### src/rtl/mem_arb_pkg.sv
// Shared types and helpers for the unified instruction/data memory arbiter.
// MemOp encodings, response-owner states and the lane-size decode.
package mem_arb_pkg;

    localparam logic [2:0] MEMOP_LB  = 3'b000;
    localparam logic [2:0] MEMOP_LH  = 3'b001;
    localparam logic [2:0] MEMOP_LW  = 3'b010;
    localparam logic [2:0] MEMOP_LBU = 3'b100;
    localparam logic [2:0] MEMOP_LHU = 3'b101;

    typedef enum logic [1:0] {
        IDLE,
        F_RESP,
        D_RESP,
        D_ERR
    } arb_state_t;

    typedef enum logic [1:0] {
        SIZE_B,
        SIZE_H,
        SIZE_W
    } mem_size_t;

    // Unlisted MemOp codes fall through to a full word access.
    function automatic mem_size_t memop_size(input logic [2:0] memop);
        case (memop)
            MEMOP_LB, MEMOP_LBU: return SIZE_B;
            MEMOP_LH, MEMOP_LHU: return SIZE_H;
            MEMOP_LW:            return SIZE_W;
            default:             return SIZE_W;
        endcase
    endfunction

    function automatic logic memop_signed(input logic [2:0] memop);
        return (memop == MEMOP_LB) || (memop == MEMOP_LH);
    endfunction

    function automatic logic is_misaligned(input logic [2:0] memop, input logic [1:0] lo);
        case (memop_size(memop))
            SIZE_B:  return 1'b0;
            SIZE_H:  return lo[0];
            default: return lo != 2'b00;
        endcase
    endfunction

endpackage

### src/rtl/mem_lane_align.sv
// Combinational byte-lane steering: store data/byte enables out to the RAM,
// and load data selection plus sign/zero extension on the way back.
module mem_lane_align
    import mem_arb_pkg::*;
(
    input  logic [2:0]  st_memop,
    input  logic [1:0]  st_lo,
    input  logic [31:0] st_wdata,
    output logic [3:0]  st_be,
    output logic [31:0] st_data,
    input  logic [2:0]  ld_memop,
    input  logic [1:0]  ld_lo,
    input  logic [31:0] ld_rdata,
    output logic [31:0] ld_data
);

    logic [31:0] ld_shifted;
    logic        ld_sign;

    // Narrow stores are replicated across all lanes; byte enables pick the live one.
    always_comb begin
        st_be   = 4'b1111;
        st_data = st_wdata;
        case (memop_size(st_memop))
            SIZE_B: begin
                st_be   = 4'b0001 << st_lo;
                st_data = {4{st_wdata[7:0]}};
            end
            SIZE_H: begin
                st_be   = 4'b0011 << st_lo;
                st_data = {2{st_wdata[15:0]}};
            end
            default: ;
        endcase
    end

    always_comb begin
        ld_shifted = ld_rdata >> {ld_lo, 3'b000};
        ld_sign    = memop_signed(ld_memop);
        ld_data    = ld_rdata;
        case (memop_size(ld_memop))
            SIZE_B:  ld_data = {{24{ld_sign & ld_shifted[7]}}, ld_shifted[7:0]};
            SIZE_H:  ld_data = {{16{ld_sign & ld_shifted[15]}}, ld_shifted[15:0]};
            default: ;
        endcase
    end

endmodule

### src/rtl/unified_mem_arbiter.sv
// Shares one single-port synchronous RAM between instruction fetch and data access,
// one grant per cycle, with a bounded data run so fetch is never starved.
module unified_mem_arbiter
    import mem_arb_pkg::*;
#(
    parameter int ADDR_W       = 32,
    parameter int MAX_DATA_RUN = 4
) (
    input  logic              clk,
    input  logic              rst,
    input  logic              if_req,
    input  logic [ADDR_W-1:0] if_addr,
    output logic              if_gnt,
    output logic              if_rvalid,
    output logic [31:0]       if_rdata,
    input  logic              d_req,
    input  logic              d_we,
    input  logic [2:0]        d_memop,
    input  logic [ADDR_W-1:0] d_addr,
    input  logic [31:0]       d_wdata,
    output logic              d_gnt,
    output logic              d_rvalid,
    output logic [31:0]       d_rdata,
    output logic              d_err,
    output logic              mem_en,
    output logic              mem_we,
    output logic [3:0]        mem_be,
    output logic [ADDR_W-3:0] mem_addr,
    output logic [31:0]       mem_wdata,
    input  logic [31:0]       mem_rdata
);

    localparam int              RUN_W   = $clog2(MAX_DATA_RUN + 1);
    localparam logic [RUN_W-1:0] RUN_MAX = RUN_W'(MAX_DATA_RUN);

    arb_state_t       state_q, state_d;
    logic [RUN_W-1:0] run_q, run_d;
    logic [2:0]       memop_q, memop_d;
    logic [1:0]       lo_q, lo_d;
    logic             we_q, we_d;
    logic             err_q, err_d;

    logic        d_mis;
    logic        d_take;
    logic        f_take;
    logic        d_flag;
    logic [3:0]  st_be;
    logic [31:0] st_data;
    logic [31:0] ld_data;
    logic        unused_addr_bits;

    assign unused_addr_bits = ^if_addr[1:0];

    // While an error is pending the requester is still holding the same bad
    // request, so it must not be flagged a second time.
    always_comb begin
        d_mis  = is_misaligned(d_memop, d_addr[1:0]);
        d_take = !rst && d_req && !d_mis && !((run_q == RUN_MAX) && if_req);
        f_take = !rst && if_req && !d_take;
        d_flag = !rst && d_req && d_mis && !err_q;
    end

    assign if_gnt = f_take;
    assign d_gnt  = d_take;

    always_comb begin
        mem_en    = d_take | f_take;
        mem_we    = d_take & d_we;
        mem_be    = 4'b0000;
        mem_addr  = '0;
        mem_wdata = '0;
        if (d_take) begin
            mem_be    = st_be;
            mem_addr  = d_addr[ADDR_W-1:2];
            mem_wdata = st_data;
        end else if (f_take) begin
            mem_be   = 4'b1111;
            mem_addr = if_addr[ADDR_W-1:2];
        end
    end

    // Fetch outranks the error owner so both responses can land in the same cycle.
    always_comb begin
        state_d = IDLE;
        run_d   = run_q;
        memop_d = memop_q;
        lo_d    = lo_q;
        we_d    = we_q;
        err_d   = d_flag;
        if (f_take) begin
            state_d = F_RESP;
        end else if (d_take) begin
            state_d = D_RESP;
        end else if (d_flag) begin
            state_d = D_ERR;
        end
        if (d_take) begin
            memop_d = d_memop;
            lo_d    = d_addr[1:0];
            we_d    = d_we;
        end
        if (!if_req || f_take) begin
            run_d = '0;
        end else if (d_take && (run_q != RUN_MAX)) begin
            run_d = run_q + RUN_W'(1);
        end
    end

    always_ff @(posedge clk or posedge rst) begin
        if (rst) begin
            state_q <= IDLE;
            run_q   <= '0;
            memop_q <= MEMOP_LW;
            lo_q    <= 2'b00;
            we_q    <= 1'b0;
            err_q   <= 1'b0;
        end else begin
            state_q <= state_d;
            run_q   <= run_d;
            memop_q <= memop_d;
            lo_q    <= lo_d;
            we_q    <= we_d;
            err_q   <= err_d;
        end
    end

    mem_lane_align u_lane (
        .st_memop (d_memop),
        .st_lo    (d_addr[1:0]),
        .st_wdata (d_wdata),
        .st_be    (st_be),
        .st_data  (st_data),
        .ld_memop (memop_q),
        .ld_lo    (lo_q),
        .ld_rdata (mem_rdata),
        .ld_data  (ld_data)
    );

    assign if_rvalid = (state_q == F_RESP);
    assign if_rdata  = (state_q == F_RESP) ? mem_rdata : 32'h0;
    assign d_rvalid  = (state_q == D_RESP);
    assign d_rdata   = ((state_q == D_RESP) && !we_q) ? ld_data : 32'h0;
    assign d_err     = err_q;

endmodule

### config.mk
export PLATFORM = sky130hd
export DESIGN_NAME = unified_mem_arbiter
export DESIGN_NICKNAME = d
export VERILOG_FILES = /design/src/rtl/mem_arb_pkg.sv /design/src/rtl/mem_lane_align.sv /design/src/rtl/unified_mem_arbiter.sv
export SDC_FILE = /design/constraint.sdc
export NUM_CORES = 1
export LEC_CHECK = 0
export CORE_AREA = 2 2 105 107
export CTS_BUF_LIST = sky130_fd_sc_hd__clkbuf_8 sky130_fd_sc_hd__clkbuf_16
export DETAILED_ROUTE_END_ITERATION = 10
export DIE_AREA = 0 0 107 109
export GPL_TIMING_DRIVEN = 0
export PLACE_DENSITY = 0.7
export SETUP_SLACK_MARGIN = 0.2
export SLEW_MARGIN = 25
export SYNTH_ARGS = -nofsm -noshare
export SYNTH_HDL_FRONTEND = slang
export SYNTH_SLANG_ARGS = --single-unit
### constraint.sdc
create_clock -name clk -period 2.34 [get_ports clk]
set_clock_uncertainty 0.1 [all_clocks]
set_input_delay 0.351 -clock clk [delete_from_list [all_inputs] [get_ports clk]]
set_output_delay 0.351 -clock clk [all_outputs]
set_load 0.02 [all_outputs]
==> reports/metrics.csv <==
stage,metric,value,unit
placement,hpwl,11.54,mm
clocking,worstSkewPairLatency,0.25,ns
sta,fmax,426.4,MHz
logic_synthesis,synth_top_family_by_area,simple AND/OR/NAND/NOR gates,
logic_synthesis,async_flop_share,100.0,%
logic_synthesis,yosysWarnings,0,
power,p_per_area,320.4,nW/um^2
global_routing,track_usage,24.52,%
global_routing,grt_pass1_wl,22.71,mm
floorplanning,pin_count,273,
sta,finalSetupTns,-0.01634,ns
sta,maxSlewHeadroom,63.48,%
routing,dr_total_vias,4732,
placement,placed_cells,870,
logic_synthesis,synth_xor_area_share,0.6410,%
critical_path,critPathKind,register to output pin,
clocking,cts_root_buf,clkbuf_8,
clocking,cts_hold_buf,0,
routing,viasPerCell,5.077,
clocking,cts_sinks,12,
logic_synthesis,synthCells,465,
critical_path,cp.required,1.89,ns
logic_synthesis,yosys.area_share.simple,44.64,%
routing,drt-initial-drc-count,261,
placement,place_congestion,0.8818,
power,power.leakage,3.464,nW
sta,rsz0062_at_grt,true,
logic_synthesis,synth_compound_area_share,22.16,%
sta,setup_viol,5,
routing,antenna_left,0,
routing,finalWirelength,17.16,mm
floorplanning,die_x,107,um
logic_synthesis,synth_fa_ha_area_share,0.9158,%
final_layout,syn_to_final_growth,169.7,%
final_layout,layoutNonFillerInstCount,932,
clocking,cts_tree,yes,
global_routing,antenna_found_initial,0,
status,status,"complete, but fails checks",
floorplanning,die_y,109,um
logic_synthesis,yosysUniqueCellTypes,45,
floorplanning,die-area,11660,um^2
global_routing,grt_pass1_vias,4416,
sta,slew_violations,0,
logic_synthesis,yosysSeqAreaShare,11.03,%
logic_synthesis,yosys-mux-area-fraction,11.86,%
logic_synthesis,synth.avg_cell_area,5.877,um^2
worst_hold_path,min_path_type,input pin to async pin,
routing,drc,0,
final_layout,post-route-util,69.51,%
floorplanning,start_util,25.77,%
sta,finalHoldViolCount,0,
logic_synthesis,synth_edf_count,0,
critical_path,cp-end-kind,output pin,
final_layout,antenna_cells,0,
power,power.total,2.361,mW
logic_synthesis,ys_ff_latch,12,
final_layout,layout-drive-gt1-share,50.76,%
sta,worst_pin_slew,0.5477,ns
logic_synthesis,netlist_area,2733,um^2
clocking,htreeDepth,1,
routing,drt_pass1_iterations,4,
power,ir_drop,0.0001746,V
global_routing,gr-total-overflow,0,
sta,min_period,2.345,ns
sta,fin_ws,-0.005191,ns
floorplanning,num_rows,38,
routing,route.detailed.wl_per_inst,18.42,um
logic_synthesis,syn_nets,603,
critical_path,critPathLaunchType,register,
critical_path,arrival,1.89,ns
status,failed_checks,negative setup slack,
global_routing,grt_max_degree,15,
critical_path,cp_max_fo,6,
clocking,cts_max_path_buffers,2,
clocking,numCtsBuffers,3,
floorplanning,core,10600,um^2
placement,place_area,5560,um^2
placement,numPortBuffers,265,
final_layout,finalInstanceArea,7370,um^2
sta,post-route-period-util,100.2,%
job,drv_cap,0,
final_layout,finalNetCount,931,
logic_synthesis,synth-main-ff-cell,dfrtp_1,
clocking,clkSlewWorstSetupHoldPaths,0.05,ns
==> stage by stage <==
stage	setup slack, ns	hold WS [ns]
floorplan	0.2893	0.2982
global placement	-0.8962	0.3742
global route	-0.1218	0.1788
CTS	-0.04013	0.1369
finish	-0.005191	0.1278
detailed placement	-0.9164	0.3869
==> layer usage <==
metal | vias up | share of wire [%] | track usage [%]
li1 | 2213 | - | -
met1 | 2254 | 37 | 26.73
met3 | 31 | 7.2 | 5.200
met5 | - | 0 | 0
met4 | 0 | 2.8 | 8.998
met2 | 234 | 53 | 46.54
==> worst paths after layout <==
| kind | endpoint | slack [ns] | cells past startpoint | from |
|---|---|---|---|---|
| max | d_rdata[30] | -0.005 | 7 | lo_q[0] |
| max in group asynchronous | memop_q[1] | 1.66 | 2 | rst |
| min | d_err | 0.13 | 2 | rst |
| min reg2reg | we_q | 0.46 | 1 | we_q |
| min in group clk | lo_q[0] | 0.37 | 3 | d_addr[0] |
| max reg2reg | memop_q[0] | 0.56 | 11 | run_q[1] |
==> state kept, by name, indices dropped and copies added, names as in the netlist <==
register	count
d_err	1
lo_q	2
memop_q	3
run_q	3
state_q	2
we_q	1
==> synth_stat cells, types with 2 or more instances <==
cell	number	area, um^2
buf_1	5	18.77
or2_2	2	12.51
xnor2_1	2	17.52
o21ai_1	10	50.05
buf_2	10	50.05
a21oi_1	35	175.2
nor3_1	2	10.01
a21o_1	2	15.01
ha_1	2	25.02
nor2b_1	6	37.54
inv_2	2	7.510
nand3_1	34	170.2
dfrtp_1	11	275.3
a22oi_1	3	22.52
nor2_1	40	150.1
mux2i_1	31	310.3
o21ai_0	41	205.2
nand2_1	118	442.9
buf_4	6	45.04
and2_1	51	319.1
o31ai_1	2	15.01
nand2b_1	4	25.02
clkbuf_1	16	60.06
inv_1	8	30.03
buf_6	2	22.52
==> placed cells by master (no fill, tap or decap), drive strengths merged, types with 3 or more instances in the layout <==
cell type / count
a21oi: 36
a22oi: 3
and2: 51
buf: 178
clkbuf: 54
clkdlybuf4s50: 124
dfrtp: 11
dlygate4sd2: 9
inv: 10
mux2i: 32
nand2: 118
nand2b: 4
nand3: 34
nor2: 41
nor2b: 7
o21ai: 52
==> critical path, stage by stage (launching register included) <==
cell,delay [ns]
dfrtp_1,0.41
buf_6,0.14
mux2i_4,0.26
o22ai_4,0.13
a41oi_4,0.32
buf_6,0.18
o21ai_2,0.06
buf_6,0.14
==> cell type report <==
| cell class | count | area [um^2] |
|---|---|---|
| Buffer | 40 | 452.9 |
| Inverter | 10 | 40.04 |
| Clock buffer | 4 | 55.05 |
| Tap cell | 140 | 175.2 |
| Sequential cell | 12 | 301.5 |
| Fill cell | 817 | 3233 |
| Timing Repair Buffer | 323 | 3237 |
| Multi-Input combinational cell | 403 | 3108 |
==> kinds of logic after synthesis <==
family	count (synthesis)
AOI/OAI and AO/OA	104
adders and majority gates	2
muxes	32
and+or+nand+nor	263
buffers and inverters	50
DFF	12
xor gates and xnor gates	2
==> timing repair <==
action | in CTS | in global routing
gates resized for setup | 789 | 245
pin swaps | 38 | 65
hold endpoints to repair | 0 | 0
setup endpoints to repair | 135 | 121
gates cloned | 3 | 7
buffers inserted | 33 | 15
==> report_power, final <==
part | total, mW | internal, mW | switching, mW
sequential | 0.255 | 0.233 | 0.0214
clock | 0.231 | 0.149 | 0.0815
combinational | 1.88 | 0.936 | 0.941
Note: power is estimated with default switching activity, not from simulation.
